<file path="config.mk">
export PLATFORM = sky130hd
export DESIGN_NAME = button_encoder
export DESIGN_NICKNAME = d
export VERILOG_FILES = /design/src/rtl/button_pkg.sv /design/src/rtl/Debouncer.sv /design/src/rtl/button_encoder.sv
export SDC_FILE = /design/constraint.sdc
export NUM_CORES = 1
export LEC_CHECK = 0
export ABC_CLOCK_PERIOD_IN_PS = 2130
export BUFFER_PORTS_ARGS = -buffer_cell sky130_fd_sc_hd__buf_2
export CORE_AREA = 2 2 69 136
export DETAILED_ROUTE_END_ITERATION = 12
export DIE_AREA = 0 0 71 138
export GPL_TIMING_DRIVEN = 0
export SYNTH_ARGS = -nofsm -noshare
export SYNTH_HDL_FRONTEND = slang
export SYNTH_SLANG_ARGS = --single-unit
export TNS_END_PERCENT = 10
</file>
<file path="constraint.sdc">
create_clock -name clk -period 2.13 [get_ports clk]
set_clock_uncertainty 0.15 [all_clocks]
set_input_delay 0 -clock clk [delete_from_list [all_inputs] [get_ports clk]]
set_output_delay 0 -clock clk [all_outputs]
set_load 0.01 [all_outputs]
</file>
<file path="src/rtl/button_pkg.sv">
// button_pkg
// Purpose: shared definitions for the button encoder: parameter defaults,
//          button index constants, the handshake FSM state encoding and the
//          priority encoder used when several presses land together.
// Ports:   none (package).
package button_pkg;

  localparam int DEBOUNCE_CYCLES_DEFAULT = 50000;
  localparam int CNT_W_DEFAULT           = 16;
  localparam int NUM_BUTTONS             = 4;

  localparam logic [1:0] BTN0 = 2'd0;
  localparam logic [1:0] BTN1 = 2'd1;
  localparam logic [1:0] BTN2 = 2'd2;
  localparam logic [1:0] BTN3 = 2'd3;

  typedef enum logic {
    ST_IDLE  = 1'b0,
    ST_VALID = 1'b1
  } state_t;

  // Highest index wins; lower simultaneous presses are simply not encoded.
  function automatic logic [1:0] encode_press(input logic [NUM_BUTTONS-1:0] ev);
    logic [1:0] code;
    if (ev[3])      code = BTN3;
    else if (ev[2]) code = BTN2;
    else if (ev[1]) code = BTN1;
    else            code = BTN0;
    return code;
  endfunction

endpackage

</file>
<file path="src/rtl/Debouncer.sv">
// Debouncer
// Purpose: one-button front end. Two-flop synchronizer followed by a
//          stability counter; the debounced level only follows the
//          synchronized input after it has differed for DEBOUNCE_CYCLES
//          consecutive cycles.
// Ports:
//   clk    - system clock, rising edge
//   reset  - asynchronous active-high reset
//   din    - raw asynchronous button level
//   level  - debounced level
module Debouncer
  import button_pkg::*;
#(
  parameter int DEBOUNCE_CYCLES = DEBOUNCE_CYCLES_DEFAULT,
  parameter int CNT_W           = CNT_W_DEFAULT
) (
  input  logic clk,
  input  logic reset,
  input  logic din,
  output logic level
);

  localparam logic [CNT_W-1:0] CNT_LAST = CNT_W'(DEBOUNCE_CYCLES - 1);

  logic             sync1_q, sync1_d;
  logic             sync2_q, sync2_d;
  logic             held_q,  held_d;
  logic [CNT_W-1:0] cnt_q,   cnt_d;

  always_comb begin
    sync1_d = din;
    sync2_d = sync1_q;
    held_d  = held_q;
    cnt_d   = cnt_q;
    if (sync2_q == held_q) begin
      // Agreement (including a bounce back) throws away partial progress.
      cnt_d = '0;
    end else if (cnt_q == CNT_LAST) begin
      held_d = sync2_q;
      cnt_d  = '0;
    end else begin
      cnt_d = cnt_q + CNT_W'(1);
    end
  end

  always_ff @(posedge clk or posedge reset) begin
    if (reset) begin
      sync1_q <= 1'b0;
      sync2_q <= 1'b0;
      held_q  <= 1'b0;
      cnt_q   <= '0;
    end else begin
      sync1_q <= sync1_d;
      sync2_q <= sync2_d;
      held_q  <= held_d;
      cnt_q   <= cnt_d;
    end
  end

  assign level = held_q;

endmodule

</file>
<file path="src/rtl/button_encoder.sv">
// button_encoder
// Purpose: debounces four buttons, turns rising edges of the debounced
//          levels into press events, and offers the encoded index of a press
//          on a valid/ready handshake. A press arriving while a code is
//          pending and not being consumed is dropped and flagged.
// Ports:
//   clk       - system clock, rising edge
//   reset     - asynchronous active-high reset
//   buttonIn  - raw buttons, bit n is button n
//   codeOut   - encoded index of the accepted press
//   codeValid - codeOut holds an unconsumed press
//   codeReady - consumer takes codeOut when codeValid && codeReady
//   held      - debounced level of each button
//   overrun   - one-cycle pulse when a press is dropped
module button_encoder
  import button_pkg::*;
#(
  parameter int DEBOUNCE_CYCLES = DEBOUNCE_CYCLES_DEFAULT,
  parameter int CNT_W           = CNT_W_DEFAULT
) (
  input  logic                   clk,
  input  logic                   reset,
  input  logic [NUM_BUTTONS-1:0] buttonIn,
  output logic [1:0]             codeOut,
  output logic                   codeValid,
  input  logic                   codeReady,
  output logic [NUM_BUTTONS-1:0] held,
  output logic                   overrun
);

  logic [NUM_BUTTONS-1:0] held_w;
  logic [NUM_BUTTONS-1:0] prev_held_q, prev_held_d;
  logic [NUM_BUTTONS-1:0] press_ev;
  logic                   press_any;
  logic [1:0]             press_code;

  state_t     state_q, state_d;
  logic [1:0] code_q,  code_d;
  logic       overrun_q, overrun_d;

  for (genvar gi = 0; gi < NUM_BUTTONS; gi++) begin : g_deb
    Debouncer #(
      .DEBOUNCE_CYCLES(DEBOUNCE_CYCLES),
      .CNT_W          (CNT_W)
    ) u_deb (
      .clk  (clk),
      .reset(reset),
      .din  (buttonIn[gi]),
      .level(held_w[gi])
    );
  end

  // Rising edges only: releases never produce an event.
  assign press_ev   = held_w & ~prev_held_q;
  assign press_any  = |press_ev;
  assign press_code = encode_press(press_ev);

  always_comb begin
    prev_held_d = held_w;
    state_d     = state_q;
    code_d      = code_q;
    overrun_d   = 1'b0;
    case (state_q)
      ST_IDLE: begin
        if (press_any) begin
          state_d = ST_VALID;
          code_d  = press_code;
        end
      end
      ST_VALID: begin
        if (codeReady) begin
          // Consumption and a new press on the same edge: reload without a bubble.
          if (press_any) code_d  = press_code;
          else           state_d = ST_IDLE;
        end else if (press_any) begin
          overrun_d = 1'b1;
        end
      end
      default: state_d = ST_IDLE;
    endcase
  end

  always_ff @(posedge clk or posedge reset) begin
    if (reset) begin
      prev_held_q <= '0;
      state_q     <= ST_IDLE;
      code_q      <= 2'b00;
      overrun_q   <= 1'b0;
    end else begin
      prev_held_q <= prev_held_d;
      state_q     <= state_d;
      code_q      <= code_d;
      overrun_q   <= overrun_d;
    end
  end

  assign codeOut   = code_q;
  assign codeValid = (state_q == ST_VALID);
  assign held      = held_w;
  assign overrun   = overrun_q;

endmodule

</file>
==> qor.txt <==
Max cap viols - 0
Layout cells sized above 1 - 11.9%
Largest net degree at the start of global routing - 42
Worst Setup Start Kind - flop
Period utilization - 93.6%
Vias/cell - 5.40
Vias in the first global route - 2788
Remaining Overflow, GRT - 0
Worst slew pin tran - 0.738 ns
Postcts setup bufs - 0
Fin cells - 504
Row Count - 49
Top fanout value on the critical path - 10
Outcome - complete, no violations
Final Hold Fails - 0
Total GRT Usage - 16.1%
Avg Cell Area, Syn - 10.4 um2
Core area - 8890 um2
Worst Path Required - 2.19 ns
Final count of negative-setup-slack endpoints - 0
Buffers on Ports - 14
Die Span Y - 138 um
1st-iter DRT viols - 137
Antenna Cells - 0
Fin crit period - 1.99 ns
CTS buffer count - 9
Routability cong. - 0.827
Post-synth EDFFs - 0
Die Wd - 71 um
Synthesized Nets - 376
Worst-Skew Late Latency - 0.35 ns
Final setup margin - 0.136 ns
Power Total - 3.57 mW
WL final - 7270 um
DR vias - 2722
CP Class - reg2reg
Lkg Pwr - 1.89 nW
Register area share after synthesis - 55.2%
Clk sinks - 84
Clock slew at reported path FFs - 0.06 ns
Primary FF master, synth - dfrtp_1
Yosys Warn Count - 0
CTS root buffer - clkbuf_16
Hold WC Path Type - in2async
Yosys reg bits - 84
Avg WL per Cell - 14.4 um
# nets final - 408
# IOs - 15
Die area - 9800 um2
RSZ-0062 raised after global routing - true
Initial core utilization - 42.8%
DRC Markers - 0
CTS H-tree depth - 3
PD cells - 800 nW/um2
Max_slew headroom - 50.7%
Worst VDD drop - 0.000586 V
Clock tree buffer depth - 2
Number of routed nets with antenna violations - 0
Detail Placement HPWL - 5010 um
Ys async rst share - 100%
Inst Count DP - 483
Util after Layout - 50.2%
DR pass1 iterations - 4
Area Overhead vs Synth - 17.2%
TritonCTS clock tree - yes
Initial antenna violation count - 0
Yosys cell types - 31
Syn Inst Count - 365
First-pass GRT wire length - 12400 um
F_max - 502 MHz
Mapped Area - 3810 um2
Post-Place Worst Slack - 0.0104 ns
Critical Path AT - 2.06 ns
Slew Limit Fails - 0
Endpoint type of the worst setup path - flop
## layer usage
metal | GRT usage [%] | share of wire, %
met5 | 0 | 0
met4 | 9.73 | 3.1
met3 | 2.92 | 2.4
met2 | 28.4 | 54
met1 | 17.4 | 40
## Yosys cell counts (all sizes together), types with 2 or more instances
cell type / instances / share of area, %
a21oi: 6 / 0.79
and3: 11 / 1.8
buf: 4 / 0.79
clkbuf: 5 / 0.49
dfrtp: 84 / 55
ha: 4 / 1.3
inv: 10 / 0.99
mux2: 4 / 1.2
nand2: 20 / 2.0
nand2b: 2 / 0.33
nand3: 22 / 3.0
nand4: 18 / 3.0
nor2: 64 / 6.3
nor2b: 4 / 0.66
nor3: 9 / 1.2
nor4: 14 / 2.3
nor4b: 4 / 0.92
nor4bb: 7 / 1.8
o21ai: 6 / 0.79
o31ai: 2 / 0.39
or3: 3 / 0.49
or4: 2 / 0.49
xnor2: 38 / 8.7
xor2: 17 / 3.9
## cells by family (layout without fill, tap and decap cells)
family	after synthesis	count (layout)	synth area share (%)
fa+ha+maj	4	4	1.31
mux	4	4	1.18
flops	84	84	55.2
buf+inv	19	56	2.27
compound gates	15	15	2.20
xor+xnor	55	55	12.7
simple gates	184	184	25.2
## cells in the final DEF (no fill, tap or decap), drive strengths merged, types with 14 or more instances in the layout
master / instances
clkbuf: 14
buf: 20
dfrtp: 84
nor2: 64
nand2: 20
nand3: 22
xnor2: 38
xor2: 17
nor4: 14
nand4: 18
## report_power, final
part / internal [mW] / total [mW] / switching, mW
Sequential: 1.62 / 1.64 / 0.0221
Clock: 1.18 / 1.82 / 0.639
Combinational: 0.0402 / 0.108 / 0.0682
## final cells by class
cell class | instances | area, um2
clock buffer | 10 | 239
tap | 102 | 128
inverter | 10 | 41.3
timing repair buffer | 22 | 170
buffer | 8 | 47.5
multi-input combinational | 262 | 1620
fill | 795 | 4430
sequential | 84 | 2100
clock inverter | 6 | 111
## timing repair
item | 4_1_cts | 5_1_grt
hold buffers | 6 | 0
resized for setup | 1 | 4
endpoints found under the setup margin | 3 | 27
hold endpoints to repair | 51 | 0
## worst paths after layout
path | startpoint | end | slack, ns | cells after the start
worst max register to register | g_deb[1].u_deb.cnt_q[0] | g_deb[1].u_deb.cnt_q[12] | 0.14 | 6
max in group asynchronous | reset | prev_held_q[1] | 1.08 | 5
worst max-delay path | g_deb[1].u_deb.cnt_q[0] | g_deb[1].u_deb.cnt_q[12] | 0.14 | 6
worst min register to register | g_deb[3].u_deb.sync1_q | g_deb[3].u_deb.sync2_q | 0.20 | 0
min in group clk | buttonIn[3] | g_deb[3].u_deb.sync1_q | 0.14 | 2
worst min-delay path | reset | g_deb[0].u_deb.sync1_q | 0.0008 | 3
## state kept, by name, indices dropped and copies added (netlist names)
signal / cells
g_deb.u_deb.cnt_q: 64
g_deb.u_deb.level: 4
g_deb.u_deb.sync1_q: 4
g_deb.u_deb.sync2_q: 4
prev_held_q: 4
codeOut: 2
codeValid: 1
overrun: 1
## per-stage QoR
step | area (um2) | TNS [ns] | hold WS (ns)
floorplan | 3810 | 0 | -0.119
global placement | 4010 | 0 | -0.0420
detailed placement | 4050 | 0 | -0.176
CTS | 4460 | 0 | 0.00730
global route | 4460 | -0.515 | 0.0433
finish | 4460 | 0 | 0.000812
## worst max-delay path, stage by stage, from the launching register on
cell and delay [ns]:
dfrtp_1 0.38, ha_1 0.21, and3_1 0.24, nand4_1 0.16, nand2_1 0.24, clkbuf_1 0.38, nor2_1 0.10
(Power assumes the default switching activity.)
